<file path="src/rtl/onchip_mem_dma_master_if.sv">
// rtl/onchip_mem_dma_master_if.sv - Avalon-MM bus bundle between the DMA master and the on-chip RAM
//
// Purpose: groups the single-port on-chip RAM slave bus so the master and the
// memory side share one typed connection.
// Signals:
//   address    word address (ADDR_W)
//   byteenable byte lanes (DATA_W/8), driven all ones by the master
//   chipselect access strobe
//   write      1 = write access, 0 = read access
//   writedata  write data (DATA_W)
//   readdata   read data (DATA_W), valid one clock after a read strobe
// Modports: master (DMA side), slave (memory side).

interface onchip_mem_dma_master_if #(
   parameter int ADDR_W = 10,
   parameter int DATA_W = 32
);
   logic [ADDR_W-1:0]   address;
   logic [DATA_W/8-1:0] byteenable;
   logic                chipselect;
   logic                write;
   logic [DATA_W-1:0]   writedata;
   logic [DATA_W-1:0]   readdata;

   modport master (
      output address, byteenable, chipselect, write, writedata,
      input  readdata
   );

   modport slave (
      input  address, byteenable, chipselect, write, writedata,
      output readdata
   );
endinterface

</file>
<file path="src/rtl/onchip_mem_dma_master.sv">
// rtl/onchip_mem_dma_master.sv - block read/write DMA master for the on-chip RAM
//
// Purpose: executes one command at a time against the on-chip RAM: a sequential
// block read streamed out through a small return FIFO, or a sequential block
// write fed from an input stream.
// Optional feature: define DMA_CHECKSUM_EN to build the transfer checksum
// accumulator; otherwise checksum is tied to 0.
// Ports:
//   clk, reset_n            clock, asynchronous active-low reset
//   cmd_valid/cmd_ready     command handshake (ready only when idle)
//   cmd_write               1 = write block, 0 = read block
//   cmd_base, cmd_len       first word address, word count (0..2^ADDR_W)
//   src_data/valid/ready    write-data input stream
//   snk_data/valid/ready    read-data output stream (FIFO head)
//   busy, done              command in progress, one-cycle completion pulse
//   checksum                modulo-2^DATA_W sum of transferred words
//   avm                     Avalon-MM master bus to the RAM slave

module onchip_mem_dma_master #(
   parameter int ADDR_W     = 10,
   parameter int DATA_W     = 32,
   parameter int FIFO_DEPTH = 4
) (
   input  logic                clk,
   input  logic                reset_n,
   input  logic                cmd_valid,
   output logic                cmd_ready,
   input  logic                cmd_write,
   input  logic [ADDR_W-1:0]   cmd_base,
   input  logic [ADDR_W:0]     cmd_len,
   input  logic [DATA_W-1:0]   src_data,
   input  logic                src_valid,
   output logic                src_ready,
   output logic [DATA_W-1:0]   snk_data,
   output logic                snk_valid,
   input  logic                snk_ready,
   output logic                busy,
   output logic                done,
   output logic [DATA_W-1:0]   checksum,
   onchip_mem_dma_master_if.master avm
);

   localparam int PTR_W = (FIFO_DEPTH > 1) ? $clog2(FIFO_DEPTH) : 1;
   localparam int CNT_W = PTR_W + 1;
   localparam logic [CNT_W-1:0]  DEPTH_C = CNT_W'(FIFO_DEPTH);
   localparam logic [ADDR_W:0]   REM_ONE = (ADDR_W+1)'(1);
   localparam logic [ADDR_W-1:0] ADDR_ONE = ADDR_W'(1);

   typedef enum logic [2:0] {
      S_IDLE,
      S_READ,
      S_WRITE,
      S_FLUSH,
      S_FINISH
   } state_t;

   state_t              state;
   logic [ADDR_W-1:0]   addr_cnt;
   logic [ADDR_W:0]     remaining;
   logic                in_flight;

   logic [DATA_W-1:0]   fifo_mem [FIFO_DEPTH];
   logic [PTR_W-1:0]    wr_ptr;
   logic [PTR_W-1:0]    rd_ptr;
   logic [CNT_W-1:0]    fifo_cnt;
   logic [CNT_W-1:0]    occupancy;

   logic accept;
   logic rem_nz;
   logic rd_issue;
   logic wr_issue;
   logic push;
   logic pop;

   assign accept    = cmd_valid & cmd_ready;
   assign rem_nz    = (remaining != '0);
   // Reserve a FIFO slot for the read still on the bus so its data always fits.
   assign occupancy = fifo_cnt + CNT_W'(in_flight);
   assign rd_issue  = (state == S_READ) && rem_nz && (occupancy < DEPTH_C);
   assign wr_issue  = (state == S_WRITE) && rem_nz && src_valid;
   // Read latency is fixed at one clock, so the returning word is simply the
   // read issued in the previous cycle.
   assign push      = in_flight;
   assign pop       = snk_valid & snk_ready;

   assign src_ready      = (state == S_WRITE) && rem_nz;
   assign snk_valid      = (fifo_cnt != '0);
   assign snk_data       = fifo_mem[rd_ptr];

   assign avm.chipselect = rd_issue | wr_issue;
   assign avm.write      = wr_issue;
   assign avm.address    = addr_cnt;
   assign avm.writedata  = wr_issue ? src_data : '0;
   assign avm.byteenable = '1;

   always_ff @(posedge clk or negedge reset_n) begin
      if (!reset_n) begin
         state     <= S_IDLE;
         cmd_ready <= 1'b1;
         busy      <= 1'b0;
         done      <= 1'b0;
         addr_cnt  <= '0;
         remaining <= '0;
      end else begin
         done <= 1'b0;
         case (state)
            S_IDLE: begin
               if (accept) begin
                  addr_cnt  <= cmd_base;
                  remaining <= cmd_len;
                  cmd_ready <= 1'b0;
                  busy      <= 1'b1;
                  if (cmd_len == '0) begin
                     state <= S_FINISH;
                     done  <= 1'b1;
                  end else begin
                     state <= cmd_write ? S_WRITE : S_READ;
                  end
               end
            end
            S_READ: begin
               if (rd_issue) begin
                  addr_cnt  <= addr_cnt + ADDR_ONE;
                  remaining <= remaining - REM_ONE;
                  if (remaining == REM_ONE) begin
                     state <= S_FLUSH;
                  end
               end
            end
            S_WRITE: begin
               if (wr_issue) begin
                  addr_cnt  <= addr_cnt + ADDR_ONE;
                  remaining <= remaining - REM_ONE;
                  if (remaining == REM_ONE) begin
                     state <= S_FINISH;
                     done  <= 1'b1;
                  end
               end
            end
            S_FLUSH: begin
               if (!in_flight && (fifo_cnt == '0)) begin
                  state <= S_FINISH;
                  done  <= 1'b1;
               end
            end
            S_FINISH: begin
               state     <= S_IDLE;
               cmd_ready <= 1'b1;
               busy      <= 1'b0;
            end
            default: begin
               state <= S_IDLE;
            end
         endcase
      end
   end

   always_ff @(posedge clk or negedge reset_n) begin
      if (!reset_n) begin
         in_flight <= 1'b0;
         wr_ptr    <= '0;
         rd_ptr    <= '0;
         fifo_cnt  <= '0;
      end else begin
         in_flight <= rd_issue;
         if (push) begin
            wr_ptr <= wr_ptr + PTR_W'(1);
         end
         if (pop) begin
            rd_ptr <= rd_ptr + PTR_W'(1);
         end
         case ({push, pop})
            2'b10:   fifo_cnt <= fifo_cnt + CNT_W'(1);
            2'b01:   fifo_cnt <= fifo_cnt - CNT_W'(1);
            default: fifo_cnt <= fifo_cnt;
         endcase
      end
   end

   // FIFO storage carries no reset; validity is tracked by fifo_cnt alone.
   always_ff @(posedge clk) begin
      if (push) begin
         fifo_mem[wr_ptr] <= avm.readdata;
      end
   end

`ifdef DMA_CHECKSUM_EN
   logic [DATA_W-1:0] sum_q;

   // Read words count when they land in the FIFO, write words when issued;
   // the two never coincide because they belong to different commands.
   always_ff @(posedge clk or negedge reset_n) begin
      if (!reset_n) begin
         sum_q <= '0;
      end else if (accept) begin
         sum_q <= '0;
      end else begin
         sum_q <= sum_q + (push ? avm.readdata : '0) + (wr_issue ? src_data : '0);
      end
   end

   assign checksum = sum_q;
`else
   assign checksum = '0;
`endif

endmodule

</file>
<file path="src/flat_wrapper.sv">
// flat-port wrapper written by rule: the top's interface ports become plain ports
module onchip_mem_dma_master_flat 
#(
   parameter int ADDR_W     = 10,
   parameter int DATA_W     = 32,
   parameter int FIFO_DEPTH = 4
)
  (clk, reset_n, cmd_valid, cmd_ready, cmd_write, cmd_base, cmd_len, src_data, src_valid, src_ready, snk_data, snk_valid, snk_ready, busy, done, checksum, avm_address, avm_byteenable, avm_chipselect, avm_write, avm_writedata, avm_readdata);
  onchip_mem_dma_master_if #(.ADDR_W(ADDR_W), .DATA_W(DATA_W)) avm_i ();
  input  logic clk;
  input  logic reset_n;
  input  logic cmd_valid;
  output logic cmd_ready;
  input  logic cmd_write;
  input  logic [ADDR_W-1:0] cmd_base;
  input  logic [ADDR_W:0] cmd_len;
  input  logic [DATA_W-1:0] src_data;
  input  logic src_valid;
  output logic src_ready;
  output logic [DATA_W-1:0] snk_data;
  output logic snk_valid;
  input  logic snk_ready;
  output logic busy;
  output logic done;
  output logic [DATA_W-1:0] checksum;
  output wire logic [$bits(avm_i.address)-1:0] avm_address;
  output wire logic [$bits(avm_i.byteenable)-1:0] avm_byteenable;
  output wire logic [$bits(avm_i.chipselect)-1:0] avm_chipselect;
  output wire logic [$bits(avm_i.write)-1:0] avm_write;
  output wire logic [$bits(avm_i.writedata)-1:0] avm_writedata;
  input wire logic [$bits(avm_i.readdata)-1:0] avm_readdata;
  assign avm_address = avm_i.address;
  assign avm_byteenable = avm_i.byteenable;
  assign avm_chipselect = avm_i.chipselect;
  assign avm_write = avm_i.write;
  assign avm_writedata = avm_i.writedata;
  assign avm_i.readdata = avm_readdata;
  onchip_mem_dma_master #(.ADDR_W(ADDR_W), .DATA_W(DATA_W), .FIFO_DEPTH(FIFO_DEPTH)) u_core (.clk(clk), .reset_n(reset_n), .cmd_valid(cmd_valid), .cmd_ready(cmd_ready), .cmd_write(cmd_write), .cmd_base(cmd_base), .cmd_len(cmd_len), .src_data(src_data), .src_valid(src_valid), .src_ready(src_ready), .snk_data(snk_data), .snk_valid(snk_valid), .snk_ready(snk_ready), .busy(busy), .done(done), .checksum(checksum), .avm(avm_i));
endmodule
</file>
<file path="config.mk">
export PLATFORM = sky130hd
export DESIGN_NAME = onchip_mem_dma_master_flat
export DESIGN_NICKNAME = d
export VERILOG_FILES = /design/src/rtl/onchip_mem_dma_master_if.sv /design/src/rtl/onchip_mem_dma_master.sv /design/src/flat_wrapper.sv
export SDC_FILE = /design/constraint.sdc
export NUM_CORES = 1
export LEC_CHECK = 0
export CAP_MARGIN = 10
export CORE_MARGIN = 10
export CORE_UTILIZATION = 48
export DETAILED_ROUTE_END_ITERATION = 10
export GPL_TIMING_DRIVEN = 1
export MAX_ROUTING_LAYER = met4
export PLACE_DENSITY = 0.83
export RECOVER_POWER = 50
export SLEW_MARGIN = 20
export SYNTH_ARGS = -nofsm -noshare
export SYNTH_HDL_FRONTEND = slang
export SYNTH_SLANG_ARGS = --single-unit
export TNS_END_PERCENT = 30
</file>
<file path="constraint.sdc">
create_clock -name clk -period 6 [get_ports clk]
set_clock_uncertainty 0.05 [all_clocks]
set_input_delay 0.9 -clock clk [delete_from_list [all_inputs] [get_ports clk]]
set_output_delay 0.9 -clock clk [all_outputs]
set_load 0.03 [all_outputs]
</file>
Word-level counts from Yosys, hierarchy flattened
Memory sizes are Yosys's and may differ from the RTL's.
Index checks and enable logic that the tools add are counted.

storage, ports and cells
  bits in latches = 0
  bits in read-only memories = 0
  register bits = 35
  RAM bits = 128
  memories = 1

operators by class
  divide/modulo/power cells = 0
  add/subtract/negate cells = 7
  equality and inequality tests = 13
  reductions and logical operators = 17
  shifts and indexed selects = 0
  multipliers = 0
  muxes and demuxes = 31
  $lt $le $gt $ge = 1
  bitwise gates (word level) = 3

memory list
  memory           words  bits a word  read ports  clocked after memory_dff  wr ports  RTL line                     RTL
  u_core.fifo_mem  4      32           1           0                         1         onchip_mem_dma_master.sv:62  logic [DATA_W-1:0] fifo_mem [FIFO_DEPTH];

operator list
  kind                                                   number
  2-to-1 mux 11 bit                                      3
  case mux 11 bit (3 select lines)                       1
  2-to-1 mux 32 bit                                      1
  2-to-1 mux 10 bit                                      3
  case mux 10 bit (3 select lines)                       1
  2-to-1 mux 3 bit                                       7
  case mux 3 bit (4 select lines)                        1
  == test 11 x 1 -> 1 bit, second input constant         1
  zero test 11 bit                                       1
  nonzero test 11 bit                                    1
  subtractor 11 x 1 -> 11 bit, second input constant     1
  adder 10 x 1 -> 10 bit, second input constant          1
  2-to-1 mux 1 bit                                       9
  inequality test 2 x 1 -> 1 bit, second input constant  4
  == test 3 x 2 -> 1 bit, second input constant          2
  zero test 3 bit                                        2
  case mux 3 bit (2 select lines)                        1
  AND reduction 6 bit                                    1
  nonzero test 3 bit                                     2
  logical AND 1 bit                                      5
  adder 2 x 1 -> 2 bit, second input constant            2
  inequality test 2 bit, second input constant           2
  case mux 1 bit (2 select lines)                        2
  AND reduction 4 bit                                    1
  15 further kinds                                       17

Depth between registers and ports, before layout
  depth after elaboration = 5
  mapped depth = 9
  gate-level depth less buffers = 8

Least setup slack after synthesis
OpenSTA, ideal clock, no wires.

  path type = register -> output
  from = reg u_core.remaining[0]
  to = out avm_chipselect
  cell stages (with the launch flop) = 10
  path slack = 3.095 ns
  path buffers = 1
  arrival time = 1.955 ns
  path through = dfrtp_1 > inv_1 > ha_1 > nor3b_1 > nand3_1 > and3_1 > buf_2 > nand2_1 > inv_1 > or2_1

between the ends
  longest elaborated chain between the ends = 4
  elaborated cells between the ends (all ways) = 6
  those cells by class = bitwise: 1; reduce/logical: 5

ends and longest elaborated chain
  item                             RTL line                      RTL
  start, declared                  onchip_mem_dma_master.sv:59   logic [ADDR_W:0] remaining;
  start signal, assigned           onchip_mem_dma_master.sv:110  remaining <= cmd_len;
  start signal, assigned           onchip_mem_dma_master.sv:124  remaining <= remaining - REM_ONE;
  start signal, assigned           onchip_mem_dma_master.sv:133  remaining <= remaining - REM_ONE;
  nonzero test 11 bit              onchip_mem_dma_master.sv:76   assign rem_nz = (remaining != '0);
  logical AND 1 bit (2 in series)  onchip_mem_dma_master.sv:80   assign wr_issue = (state == S_WRITE) && rem_nz && src_valid;
  via avm_write                    flat_wrapper.sv:29            output wire logic [$bits(avm_i.write)-1:0] avm_write;
  bitwise OR 1 bit                 onchip_mem_dma_master.sv:90   assign avm.chipselect = rd_issue | wr_issue;
  end, declared                    flat_wrapper.sv:28            output wire logic [$bits(avm_i.chipselect)-1:0] avm_chipselect;

The timed path passes the listed nets, and every way through them passes these cells.

Worst setup path in the final report
  from = reg u_core.remaining[0]
  to = out avm_chipselect

between the ends
  longest elaborated chain between the ends = 4
  elaborated cells between the ends (all ways) = 6
  those cells by class = bitwise: 1; reduce/logical: 5

ends and longest elaborated chain
  item                                                RTL line
  nonzero test 11 bit (*)                             onchip_mem_dma_master.sv:76
  logical AND 1 bit (on tied branches) (2 in series)  onchip_mem_dma_master.sv:79, onchip_mem_dma_master.sv:80
  bitwise OR 1 bit (*)                                onchip_mem_dma_master.sv:90

Mark *: on every way between the ends. The rest lies on a longest branch, timed or not.

==> run metrics <==
status finished, violations left; failing checks capacitance limit, slew limit; post-synth top area share a little over 50%; clk root buf clkbuf_16; critical path's largest stage delay 0.81 ns; drt first-iter violations 314; Synth Cell Area 7443 µm²; WS Path Type register to output port; most numerous cell in the Yosys netlist edfxtp_1; largest net degree at the start of global routing 36; DP Cell Count approximately 830; 1st-pass router iterations 7; clock share of power 20.6%; Seq cells post-synth between 150 and 200; final setup violation count 0; global-route wire length before repair 28.35 mm; vias in the first global route between 5000 and 6000; ys flop type edfxtp_1; power per cell area ~510 nW/µm²; post-synthesis sequential area ratio 63.42%; CP cell instances inv_1 -> ha_1 -> nor3b_1 -> nand3_1 -> and3_1 -> nand2_1 -> inv_1 -> or2_1 -> clkdlybuf4s50_1; Finished Core Util 63.70%; Max Fanout on Critical Path 34; setup bufs post-CTS 0; Area Growth Syn to Fin 30.09%; number of synthesized flops with an enable pin 128; Clock Path Buffers 2; Int Power 3.002 mW; Die ar. 20890 µm²; Arr. time, crit path 3.41 ns; relative slew slack -57.74%; setup tns final 0 ns; Hold Crit Depth 1; maxcap violations 2; gpl congestion 0.8697; dpl hpwl ~13 mm; RSZ-0062 raised after global routing false; hold_buf cts 0; Synth area leader edfxtp_1; reg-to-reg slack, setup 2.82 ns; reg2reg path depth 5; via count approximately 4800; Rows 45; post-route clock period utilization 72.64%; Starting Density about half; post-DR wirelength/cell 21.16 µm; # nets final 765; Flop pwr share 34.5%; Startpoint Class register; commonest cells in the netlist 128 x edfxtp_1, 41 x buf_4, 35 x and3_1, 34 x dfrtp_1, 32 x mux4_2; reg-to-reg startpoint u_core.state[1]; Inserted Diodes 0; Final Hold Fails 0; slowest CP cell and3_1; io pins roughly 210; Worst-path clk slew 0.06 ns; Max Slew Vio Count 69; Reg2Reg Capture Point u_core.remaining[1]; Critical Path Most Common Cell inv_1; Die X 144.5 µm; initial antenna violation count 0; Critical Path Sink Type output port; Comb pwr share 44.9%; Num CTS Buffers 17; Total GRT Usage 18.25%; measured slew at the worst slew-check pin 2.365 ns; Core Area around 15000 µm²; Synth cell types 60; post-route ant nets 0; clock sink total 163; Post-Synthesis Cells 502; GRT overflow 0; clock latency at the later pin of the worst-skew pair 0.42 ns; Post-Layout Cell Count 866; DRC 0; Resized cells post-CTS 0; LEAKAGE 3.569 nW; via/cell ratio between 5 and 6; PnR Total Power 4.967 mW; asr flop ratio synth between 20% and 30%; CTS tree built; top post-synthesis cells by area edfxtp_1 52%, dfrtp_1 11%, mux4_2 9.7%, buf_4 4.1%, and3_1 2.9%; syn avg cell area 14.83 µm²; Peak supply drop 0.0003465 V; Req. time, crit path 5.05 ns; Hold Crit Endpoint u_core.rd_ptr[1]; Min-Delay Startpoint u_core.rd_ptr[1]; fraction of layout cells with a size suffix above 1 approximately an eighth; H-tree depth 4; chip height approximately 140 µm; Routed Wire Length 18.32 mm; port bufs between 150 and 200; NetSw 1.965 mW; FMAX 229.4 MHz; minimum clock period 4.358 ns; Hold WC Path Type register to register; YS warnings 0; fill cell count 1100; sw frac 39.56%
metal layers:
layer,global-route usage (%),routed length [µm],vias to the layer above
li1,-,-,2191
met1,22.03,7434,2354
met2,28.85,9018,242
met3,6.494,1714,15
met4,4.521,156,0
met5,-,0,-
cells by family after synthesis:
kind of cell               Yosys count  synth area share [%]
muxes                               34                 10.02
adders and majority gates            9                 1.614
and+or+nand+nor                    129                 9.834
AOI/OAI and AO/OA                   81                 7.817
buffers and inverters               76                 6.253
other                                2                0.1009
DFF                                163                 63.42
xor gates and xnor gates             8                0.9414
final cells by class:
type	instances	area [µm²]	area share [%]
flip-flops and latches	163	4722	48.77
multi-input cells	297	2389	24.67
repair buffers	175	1738	17.95
clock buffers	18	429.2	4.432
well taps	188	235.2	2.429
clock inverters	14	128.9	1.331
inverters	11	41.29	0.4264
how the worst max path moves through the flow:
stage	startpoint	endpoint	slack [ns]	depth (start not counted)
floorplan	u_core.remaining[0]	avm_chipselect	3.10	9
detailed placement	src_valid	avm_chipselect	2.04	5
finish	u_core.remaining[0]	avm_chipselect	1.64	9
CTS	u_core.remaining[0]	avm_chipselect	1.69	9
global route	u_core.remaining[0]	avm_chipselect	1.41	9
global placement	src_valid	avm_chipselect	2.16	5
registers in the layout, indices dropped and copies added, names as in the netlist, 2 cells and up:
signal              cells
u_core.fifo_mem       128
u_core.state            3
u_core.wr_ptr           2
u_core.fifo_cnt         3
u_core.avm.address     10
u_core.remaining       11
u_core.rd_ptr           2
power groups by stage:
stage | sequential, mW | combinational, mW | clock, mW
2_1_floorplan | 1.70 | 1.56 | 0
3_3_place_gp | 1.71 | 2.20 | 0
3_5_place_dp | 1.73 | 2.25 | 0
4_1_cts | 1.71 | 2.26 | 1.04
5_1_grt | 1.75 | 2.41 | 1.09
6_report | 1.71 | 2.23 | 1.02
per-stage QoR:
step                      instance area (µm²)  hold slack (ns)  worst slack, ns
final                                    9683           0.4218            1.642
after global placement                   9130           0.4103            2.156
after global routing                     9683           0.4610            1.406
after floorplan                          7571           0.4177            3.095
after detailed placement                 9130           0.4129            2.038
after CTS                                9688           0.4258            1.687
cells in the final DEF (no fill, tap or decap), types with 9 or more instances in the layout:
cell / count
dlygate4sd3_1: 35
nand3_1: 9
mux4_2: 32
and3_1: 35
inv_1: 11
nor3_1: 11
nor2_1: 20
clkdlybuf4s50_1: 136
clkbuf_16: 17
o31ai_1: 11
o21ai_0: 20
edfxtp_1: 128
a31oi_1: 11
nand2_1: 21
dfrtp_1: 33
conb_1: 36
a21oi_1: 16
critical path, delay by kind of cell (launching register included):
kind / cells / cell delay (ns)
AND/OR/NAND/NOR: 5 / 1.46
adder cells (fa/ha/maj): 1 / 0.26
flip-flops: 1 / 0.39
buffers and inverters: 3 / 0.87
No activity file was read; power rests on OpenSTA's default activity.
